==> config.mk <==
export PLATFORM = sky130hd
export DESIGN_NAME = afifo_drain
export DESIGN_NICKNAME = d
export VERILOG_FILES = /design/src/rtl/afifo_pkg.sv /design/src/rtl/afifo_drain_buf.sv /design/src/rtl/afifo_drain.sv
export SDC_FILE = /design/constraint.sdc
export NUM_CORES = 1
export LEC_CHECK = 0
export CAP_MARGIN = 20
export CORE_UTILIZATION = 35
export DETAILED_ROUTE_END_ITERATION = 8
export DONT_BUFFER_PORTS = 1
export HOLD_SLACK_MARGIN = 0.05
export PLACE_DENSITY_LB_ADDON = 0.05
export RECOVER_POWER = 25
export SYNTH_ARGS = -nofsm -noshare
export SYNTH_HDL_FRONTEND = slang
export SYNTH_SLANG_ARGS = --single-unit
==> constraint.sdc <==
create_clock -name clk -period 3.3 [get_ports clk]
set_clock_uncertainty 0.15 [all_clocks]
set_input_delay 0.66 -clock clk [delete_from_list [all_inputs] [get_ports clk]]
set_output_delay 0.66 -clock clk [all_outputs]
set_load 0.01 [all_outputs]
==> src/rtl/afifo_pkg.sv <==
// Shared types for the AFIFO read-side drain: FSM state encoding and a saturating counter helper.
package afifo_pkg;

    typedef enum logic [1:0] {
        IDLE = 2'd0,
        RUN  = 2'd1,
        HALT = 2'd2
    } drain_state_t;

    // Increment v, holding at the all-ones value of a w-bit counter (w <= 32).
    function automatic logic [31:0] sat_inc(input logic [31:0] v, input int unsigned w);
        logic [31:0] max_v;
        max_v = (w >= 32) ? 32'hFFFF_FFFF : ((32'd1 << w) - 32'd1);
        return (v == max_v) ? v : v + 32'd1;
    endfunction

endpackage

==> src/rtl/afifo_drain_buf.sv <==
// 2-entry order-preserving valid/ready buffer; data appears at the output the cycle after push.
// Push is unconditional: the producer must only push while cnt_o < 2 (or with a same-cycle pop).
module stream_buf2 #(
    parameter int Width = 12
) (
    input  logic             clk,
    input  logic             rst,
    input  logic             in_vld_i,
    input  logic [Width-1:0] in_dat_i,
    output logic             out_vld_o,
    output logic [Width-1:0] out_dat_o,
    input  logic             out_rdy_i,
    output logic [1:0]       cnt_o
);
    logic [Width-1:0] head_q, head_d;
    logic [Width-1:0] tail_q, tail_d;
    logic [1:0]       cnt_q, cnt_d;
    logic             pop;

    assign pop = out_rdy_i && (cnt_q != 2'd0);

    always_comb begin
        head_d = head_q;
        tail_d = tail_q;
        cnt_d  = cnt_q;
        case ({in_vld_i, pop})
            2'b10: begin
                if (cnt_q == 2'd0) head_d = in_dat_i;
                else               tail_d = in_dat_i;
                cnt_d = cnt_q + 2'd1;
            end
            2'b01: begin
                head_d = tail_q;
                cnt_d  = cnt_q - 2'd1;
            end
            2'b11: begin
                // Occupancy unchanged; the new word lands behind whatever remains.
                if (cnt_q == 2'd1) begin
                    head_d = in_dat_i;
                end else begin
                    head_d = tail_q;
                    tail_d = in_dat_i;
                end
            end
            default: ;
        endcase
    end

    always_ff @(posedge clk) begin
        if (rst) begin
            head_q <= '0;
            tail_q <= '0;
            cnt_q  <= 2'd0;
        end else begin
            head_q <= head_d;
            tail_q <= tail_d;
            cnt_q  <= cnt_d;
        end
    end

    assign out_vld_o = (cnt_q != 2'd0);
    assign out_dat_o = head_q;
    assign cnt_o     = cnt_q;

endmodule

==> src/rtl/afifo_drain.sv <==
// AFIFO read-side drain: pops the FIFO into a 2-entry stream buffer, counts words, checks sequence.
// Pop-to-capture latency 0, out_valid one cycle later; reads stop while the buffer is full.
module afifo_drain
    import afifo_pkg::*;
#(
    parameter int Width       = 12,
    parameter int CountWidth  = 16,
    parameter bit HaltOnError = 1'b1
) (
    input  logic                  clk,
    input  logic                  rst,
    input  logic                  en,
    output logic                  r,
    input  logic [Width-1:0]      rd,
    input  logic                  rempty,
    output logic                  out_valid,
    output logic [Width-1:0]      out_data,
    input  logic                  out_ready,
    input  logic                  check_en,
    input  logic                  err_clr,
    output logic                  err,
    output logic [CountWidth-1:0] err_count,
    output logic [CountWidth-1:0] word_count
);
    drain_state_t          state_q, state_d;
    logic [Width-1:0]      expect_q, expect_d;
    logic                  err_q, err_d;
    logic [CountWidth-1:0] err_count_q, err_count_d;
    logic [CountWidth-1:0] word_count_q, word_count_d;
    logic [1:0]            cnt;
    logic                  mismatch;

    // Gated on registered occupancy only, so out_ready never reaches r combinationally.
    assign r        = (state_q == RUN) && en && !rempty && (cnt < 2'd2);
    assign mismatch = r && check_en && (rd != expect_q);

    always_comb begin
        state_d = state_q;
        case (state_q)
            IDLE: if (en) state_d = RUN;
            RUN: begin
                if (mismatch && HaltOnError) state_d = HALT;
                else if (!en)                state_d = IDLE;
            end
            HALT: if (err_clr) state_d = en ? RUN : IDLE;
            default: state_d = IDLE;
        endcase
    end

    always_comb begin
        expect_d     = expect_q;
        err_d        = err_q;
        err_count_d  = err_count_q;
        word_count_d = word_count_q;
        // Every pop leaves expect at rd+1: match, resync after mismatch and unchecked tracking agree.
        if (r) begin
            expect_d     = rd + Width'(1);
            word_count_d = CountWidth'(sat_inc(32'(word_count_q), CountWidth));
        end
        if (mismatch) begin
            err_d       = 1'b1;
            err_count_d = CountWidth'(sat_inc(32'(err_count_q), CountWidth));
        end else if (err_clr) begin
            err_d = 1'b0;
        end
    end

    always_ff @(posedge clk) begin
        if (rst) begin
            state_q      <= IDLE;
            expect_q     <= '0;
            err_q        <= 1'b0;
            err_count_q  <= '0;
            word_count_q <= '0;
        end else begin
            state_q      <= state_d;
            expect_q     <= expect_d;
            err_q        <= err_d;
            err_count_q  <= err_count_d;
            word_count_q <= word_count_d;
        end
    end

    stream_buf2 #(
        .Width(Width)
    ) u_buf (
        .clk       (clk),
        .rst       (rst),
        .in_vld_i  (r),
        .in_dat_i  (rd),
        .out_vld_o (out_valid),
        .out_dat_o (out_data),
        .out_rdy_i (out_ready),
        .cnt_o     (cnt)
    );

    assign err        = err_q;
    assign err_count  = err_count_q;
    assign word_count = word_count_q;

endmodule

==> results of run 1 <==
[through the flow]
step	area (um2)	hold slack (ns)	power, W	utilization [%]	setup WS, ns
global route	3930	0.194	0.00230	39.6	0.547
CTS	3940	0.193	0.00222	39.8	0.827
detailed placement	3710	0.316	0.00139	37.5	0.675
floorplan	3620	0.299	0.00134	-	0.408
global placement	3710	0.306	0.00139	37.5	0.703
finish	3930	0.211	0.00217	39.6	0.713
[critical path, cell delays in order (launching register included)]
cell      delay (ns)
dfxtp_1         0.36
nor4b_1         0.46
nand2_2         0.12
clkinv_2        0.19
buf_4           0.28
[registers in the layout, summed over array words and instances, names as in the netlist]
register and cells:
word_count 16, expect_q 12, u_buf.tail_q 12, u_buf.cnt_o 2, err_count 16, u_buf.out_dat_o 12, err 1, state_q 2
[area by class of cell]
| type | count | share of cell area (%) |
|---|---|---|
| clock buffers | 11 | 3.86 |
| clock inverters | 5 | 1.98 |
| inverters | 13 | 1.27 |
| multi-input cells | 299 | 50.5 |
| flip-flops and latches | 73 | 37.2 |
| well taps | 133 | 4.24 |
| repair buffers | 5 | 0.956 |
[cells by family (layout without fill, tap and decap cells)]
logic type	count (synthesis)	after routing	share of synthesized area, %
AO/OA/AOI/OAI	84	84	16.8
XOR/XNOR	37	37	8.95
adder cells (fa/ha/maj)	8	8	2.76
buffers and inverters	40	34	4.90
flip-flops	73	73	40.3
multiplexers	16	16	4.49
AND/OR/NAND/NOR	154	154	21.8
[worst paths after layout]
kind / start / endpoint / slack [ns] / depth (start not counted)
max reg2reg: state_q[1] / u_buf.tail_q[5] / 0.81 / 7
max: state_q[1] / r / 0.71 / 4
min reg2reg: expect_q[1] / expect_q[1] / 0.32 / 2
min: rst / err_count[3] / 0.21 / 1
[layer usage]
metal	vias to the layer above	global-route usage, %	share of wire [%]
li1	1460	-	-
met1	1351	23.0	51
met2	53	24.0	43
met3	12	3.90	4.6
met4	0	8.27	1.9
met5	-	0	0
[cell usage in the layout (no fill, tap or decap), types with 6 or more instances in the layout]
master and count:
nand2_1 24, inv_1 12, clkbuf_8 11, mux2i_1 14, o31ai_1 7, ha_1 8, dfxtp_1 73, a21oi_1 16
nand4_1 10, nor2_1 58, xor2_1 11, a22oi_1 12, nand3_1 16, and4_1 7, nor4_1 6, a211oi_1 32
or4_1 7, xnor2_1 26
[report_power, final]
group          internal (W)  leakage (nW)  switching (W)  total [W]
Clock              0.000465         0.115       0.000351   0.000815
Combinational      0.000138         0.553       0.000193   0.000331
Sequential         0.000957         0.591      0.0000721    0.00103
==> results.cfg, run 1 <==
[outcome]
status = complete, no violations

[worst_setup_path]
required_ns = 2.49
critPathKind = reg -> out
critPathLaunchType = flip-flop
path_max_fanout = 17
worstPathArrival_ns = 1.78
crit_path_end_kind = output pin

[synthesis]
syn_avg_cell_area_um2 = 8.79
synth_edf_count = 0
ys_top_cells_by_count = 73 x dfxtp_1, 58 x nor2_1, 32 x a211oi_1, 26 x xnor2_1, 24 x nand2_1
postSynthCellCount = 412
synth_most_common_cell = dfxtp_1
ys_warn_count = 0
synthArstFlopShare_pct = 0
synth_cell_type_count = 48
synthesis.nets = 439
yosys_most_used_dff = dfxtp_1
yosys.area.top_type = dfxtp_1
synth.area.top_cells = dfxtp_1 40%, a211oi_1 6.6%, xnor2_1 6.3%
yosysTopAreaCellShare_pct = 40.3
syn-cell-area_um2 = 3620
yosysSeqAreaShare_pct = 40.3
synth.ff_latch_count = 73

[sta]
max_freq_ghz = 0.387
tightest_slew_ns = 0.634
rsz0062_at_grt = no
period_share_pct = 78.4
hold_viol = 0
setup_viol = 0
finalSetupTns_ns = 0
drv_slew = 0
timing.slew.headroom_pct = 57.7
final.min_clock_period_ns = 2.59

[cts]
cts_sinks = 73
cts_tree = yes
post-cts-setup-buffers = 0
worstSkewPairLatency_ns = 0.36
holdBufCountCts = 0
cts.path.max_buffers = 2
numCtsBuffers = 9
htreeDepth = 3
root_buffer = clkbuf_8
clkTransAtPathRegs_ns = 0.08
cts_resized = 0

[floorplan]
fp.coreArea_um2 = 9910
die_h_um = 104
die_w_um = 104
rows = 36
start_util_pct = 36.6
ios = 66
dieArea_um2 = 10800

[routing]
drcViolationCount = 0
ant_nets = 0
drt_iter0_drc = 120
wl_um = 8590
wl_per_cell_um = 15.9
drt_first_pass_iters = 4
vias = 2876
drt-vias-per-instance = 5.34

[power]
p_leak_nw = 1.26
ir_drop_uv = 328
power_density_nw_per_um2 = 554

[global_route]
grt_pass1_wl_um = 14400
overflow = 0
first_global_vias = 2727
grt_max_degree = 73
grt_use_total_pct = 16.6
antenna_found_initial = 0

[finish]
fillers = 1038
drive_above_1_share_pct = 7.88
synthToLayoutAreaGrowth_pct = 8.39
nNetsFinal = 428
seqCellArea_um2 = 1460
diodes = 0
fin_cells = 539
multi_input_area_um2 = 1980

[placement]
dp_hpwl_um = 5750
globalplace.congestion = 0.704
portBuffers = 0
place_inst = 523

[run]
maxCapViolCount = 0

[min_path]
min_path_type = in -> reg
No activity file was read; power rests on OpenSTA's default activity.
==> run 2, diff against run 1 <==
==> constraint.sdc (replaced) <==
create_clock -name clk -period 2.15 [get_ports clk]
set_clock_uncertainty 0.15 [all_clocks]
set_input_delay 0.43 -clock clk [delete_from_list [all_inputs] [get_ports clk]]
set_output_delay 0.43 -clock clk [all_outputs]
set_load 0.01 [all_outputs]
==> run 2 against run 1 <==
Worst setup slack worse by 0.62 ns. Sequential cell count stayed put. Sequential share of layout area is 3.6 points lower. Non-clock buffer count is 43 higher. Routed wire length is 7.0% higher. Via count is 7.5% higher. Utilization is 4.3 points higher. Largest power group unchanged. Count of clock-buffer cells in the layout is 2 higher. Global-route usage is 1.0 points higher. Largest cell class unchanged. Combinational power is 140% higher. Total power is 54% higher. First-iteration DRC count is 1.7% higher. Highest routed layer unchanged.
==> results.cfg, run 2 (synthesized netlist as in run 1, its figures left out) <==
[outcome]
status = complete, no violations

[placement]
portBuffers = 0
dp_hpwl_um = 6160
place_inst = 562
dpl_worst_slack_ns = -0.287
globalplace.congestion = 0.754

[global_route]
antenna_found_initial = 0
grt_pass1_wl_um = 15200
overflow = 0
first_global_vias = 2874
grt_max_degree = 67
grt_use_total_pct = 17.6

[power]
power_density_nw_per_um2 = 771
p_leak_nw = 1.45
ir_drop_uv = 455

[routing]
wl_per_cell_um = 15.8
drcViolationCount = 0
wl_um = 9200
ant_nets = 0
drt_iter0_drc = 122
drt_first_pass_iters = 6
vias = 3091
drt-vias-per-instance = 5.30

[finish]
final_cell_mix = 72 x dfxtp_1, 57 x nor2_1, 35 x buf_4
fin_cells = 583
fillers = 1042
seqCellArea_um2 = 1460
multi_input_area_um2 = 2120
synthToLayoutAreaGrowth_pct = 20.3
diodes = 0
drive_above_1_share_pct = 18.9
nNetsFinal = 472
fin_util_pct = 44.0
final_common_cell = dfxtp_1

[floorplan]
start_util_pct = 36.6
dieArea_um2 = 10800
ios = 66
fp.coreArea_um2 = 9910
rows = 36
die_w_um = 104
die_h_um = 104

[cts]
cts.path.max_buffers = 2
cts_sinks = 73
htreeDepth = 3
cts_tree = yes
numCtsBuffers = 9
root_buffer = clkbuf_8
worstSkewPairLatency_ns = 0.34
clkTransAtPathRegs_ns = 0.08

[sta]
setup_viol = 0
period_share_pct = 95.9
hold_viol = 0
timing.slew.headroom_pct = 68.9
drv_slew = 0
tightest_slew_ns = 0.467
fin_ws_ns = 0.0883
max_freq_ghz = 0.485
rsz0062_at_grt = yes
final.min_clock_period_ns = 2.06

[worst_setup_path]
critPathKind = reg -> out
worstPathArrival_ns = 1.48
critPathLaunchType = flip-flop
path_max_fanout = 8
crit_path_end_kind = output pin
required_ns = 1.57

[min_path]
min_path_type = in -> reg

[run]
maxCapViolCount = 0
## run 2: final cells by class
type | instances | share of cell area [%]
Tap cell | 133 | 3.82
Clock buffer | 13 | 3.65
Sequential cell | 73 | 33.6
Clock inverter | 3 | 0.345
Multi-Input combinational cell | 300 | 48.6
Timing Repair Buffer | 48 | 8.90
Inverter | 13 | 1.15
## run 2: path summary, 6_finish.rpt
kind,from,to,slack (ns),cells past startpoint
worst max-delay path,u_buf.cnt_o[1],r,0.09,6
worst min register to register,expect_q[1],expect_q[1],0.33,2
worst min-delay path,rd[5],u_buf.tail_q[5],0.09,2
worst max register to register,u_buf.cnt_o[1],u_buf.out_dat_o[8],0.14,11
## run 2: through the flow
step / hold WS [ns] / area, um2 / setup TNS (ns) / total power (W)
after floorplan: 0.299 / 3690 / -1.22 / 0.00208
after global placement: 0.304 / 4070 / -2.00 / 0.00229
after detailed placement: 0.312 / 4070 / -3.09 / 0.00230
after CTS: 0.0721 / 4300 / 0 / 0.00335
after global routing: 0.0871 / 4360 / -0.0611 / 0.00357
final: 0.0894 / 4360 / 0 / 0.00336
## run 2: what timing repair did
| action | in CTS | in global routing |
|---|---|---|
| endpoints found under the setup margin | 12 | 31 |
| gates resized for setup | 2 | 17 |
| pin swaps | 0 | 4 |
| endpoints found under the hold margin | 67 | 0 |
| buffers inserted | 0 | 1 |
| cloned | 0 | 1 |
| hold buffers | 3 | 0 |
## run 2: worst max-delay path: stages (launching register included)
cell and delay [ns]:
dfxtp_1 0.31, buf_4 0.13, nor4b_4 0.23, nand2_2 0.09, clkinv_2 0.08, buf_6 0.16, buf_4 0.14
## run 2: where the power goes
part           total [W]  switching, W  internal (W)  leakage [nW]
sequential       0.00158      0.000109       0.00147         0.592
clock           0.000996      0.000517      0.000479        0.0932
combinational   0.000782      0.000402      0.000381         0.770
## run 2: metal layers
layer  global-route usage, %  wire, um  vias up
met5                       0         0        -
met4                    6.02        93        0
met3                    4.41       436        6
met2                    26.0      4050       57
met1                    24.9      4620     1470
li1                        -         -     1558
==> run 3, diff against run 2 <==
--- a/config.mk
+++ b/config.mk
@@ -12,6 +12,7 @@
 export HOLD_SLACK_MARGIN = 0.05
 export PLACE_DENSITY_LB_ADDON = 0.05
 export RECOVER_POWER = 25
+export SKIP_CTS_REPAIR_TIMING = 1
 export SYNTH_ARGS = -nofsm -noshare
 export SYNTH_HDL_FRONTEND = slang
 export SYNTH_SLANG_ARGS = --single-unit
==> run 3 against run 2 <==
Largest cell class unchanged. Sequential share of layout area is 0.14 points higher. Clock power about the same. Register-to-register slack about the same. Sequential power hardly changed. Combinational power down 3.3%. Worst setup slack improved by 0.022 ns. Global-route usage shrank 0.32 points. Critical endpoint unchanged. Fmax grew 1.1%. Non-clock buffer count shrank 3. First-iteration DRC count shrank 4.9%. Hold slack worse by 0.085 ns.
==> results.cfg, run 3 (synthesized netlist as in run 1, its figures left out) <==
[outcome]
status = complete, no violations

[worst_setup_path]
required_ns = 1.57
path_max_fanout = 8
reg2reg_to = word_count[2]
critPathKind = reg -> out
rrSetupSlack_ns = 0.14
timing.rr.start = word_count[13]
worstPathArrival_ns = 1.46
crit_path_end_kind = output pin
ff2ff_path_depth = 4
critPathLaunchType = flip-flop

[power]
combinationalPowerShare_pct = 22.7
switching_share_pct = 30.3
p_switching_w = 0.00101
clkPwrFrac_pct = 30.0
seq_power_share_pct = 47.3
ir_drop_uv = 456
power_density_nw_per_um2 = 769
p_leak_nw = 1.44
p_int_w = 0.00232

[routing]
drt-vias-per-instance = 5.28
drcViolationCount = 0
wl_per_cell_um = 15.8
ant_nets = 0
vias = 3061
wl_um = 9140
drt_iter0_drc = 116
drt_first_pass_iters = 7

[finish]
stdcell_area_um2 = 4340
fillers = 1040
diodes = 0
multi_input_area_um2 = 2120
nNetsFinal = 469
seqCellArea_um2 = 1460
fin_cells = 580
final_common_cell = dfxtp_1
fin_util_pct = 43.8
final_cell_mix = 73 x dfxtp_1, 57 x nor2_1, 35 x buf_4
synthToLayoutAreaGrowth_pct = 19.7
drive_above_1_share_pct = 19.2

[min_path]
whs_path_depth = 1
min_path_type = in -> reg
holdPathEnd = err_count[13]
min-delay-start = rst

[sta]
rsz0062_at_grt = yes
drv_slew = 0
tightest_slew_ns = 0.487
timing.slew.headroom_pct = 67.6
setup_viol = 0
hold_viol = 0
finalSetupTns_ns = 0
final.min_clock_period_ns = 2.04
period_share_pct = 94.9
max_freq_ghz = 0.490
fin_ws_ns = 0.110

[floorplan]
rows = 36
die_w_um = 104
ios = 66
fp.coreArea_um2 = 9910
die_h_um = 104
dieArea_um2 = 10800
start_util_pct = 36.6

[placement]
globalplace.congestion = 0.754
place_inst = 562
portBuffers = 0
dp_hpwl_um = 6160
dpl_worst_slack_ns = -0.287
place_area_um2 = 4070

[global_route]
grt_use_total_pct = 17.3
grt_pass1_wl_um = 15000
antenna_found_initial = 0
overflow = 0
first_global_vias = 2861
grt_max_degree = 73

[cts]
numCtsBuffers = 9
cts_sinks = 73
cts_tree = yes
cts.path.max_buffers = 2
root_buffer = clkbuf_8
clkTransAtPathRegs_ns = 0.08
worstSkewPairLatency_ns = 0.34
htreeDepth = 3

[run]
maxCapViolCount = 0
[run 3: worst max-delay path by stage]
stage	from	to	slack (ns)	cells after the start
after CTS	u_buf.cnt_o[0]	u_buf.out_dat_o[1]	-0.30	10
after detailed placement	u_buf.cnt_o[0]	u_buf.out_dat_o[0]	-0.29	10
after floorplan	rempty	u_buf.out_dat_o[10]	-0.08	11
final	u_buf.cnt_o[1]	r	0.11	6
after global placement	rempty	u_buf.out_dat_o[1]	-0.18	8
after global routing	u_buf.cnt_o[1]	u_buf.out_dat_o[4]	-0.01	12
[run 3: worst max-delay path, stage by stage, from the launching register on]
cell and delay, ns:
dfxtp_1 0.31, buf_4 0.13, nor4b_4 0.23, nand2_2 0.09, clkinv_2 0.09, buf_8 0.14, buf_4 0.13
[run 3: power groups by stage]
stage                     Clock, W  Sequential (W)  Combinational [W]
after global routing       0.00109         0.00159           0.000851
after CTS                  0.00104         0.00158           0.000694
after global placement           0         0.00161           0.000682
after detailed placement         0         0.00161           0.000693
final                      0.00100         0.00158           0.000756
after floorplan                  0         0.00160           0.000483
[run 3: cell type report]
| cell class | count | share of cell area [%] |
|---|---|---|
| inverter | 13 | 1.15 |
| clock inverter | 3 | 0.346 |
| tap | 133 | 3.84 |
| sequential | 73 | 33.7 |
| clock buffer | 13 | 3.67 |
| multi-input combinational | 300 | 49.0 |
| timing repair buffer | 45 | 8.31 |
[run 3: stage by stage]
step | total power (W) | hold slack [ns]
global placement | 0.00229 | 0.304
detailed placement | 0.00230 | 0.312
floorplan | 0.00208 | 0.299
finish | 0.00333 | 0.00426
global route | 0.00353 | -0.0276
CTS | 0.00331 | -0.0217
[run 3: metal layers]
layer | track usage (%) | share of wire (%)
met1 | 24.3 | 50
met2 | 25.6 | 44
met3 | 4.41 | 4.8
met4 | 6.02 | 1.1
met5 | 0 | 0
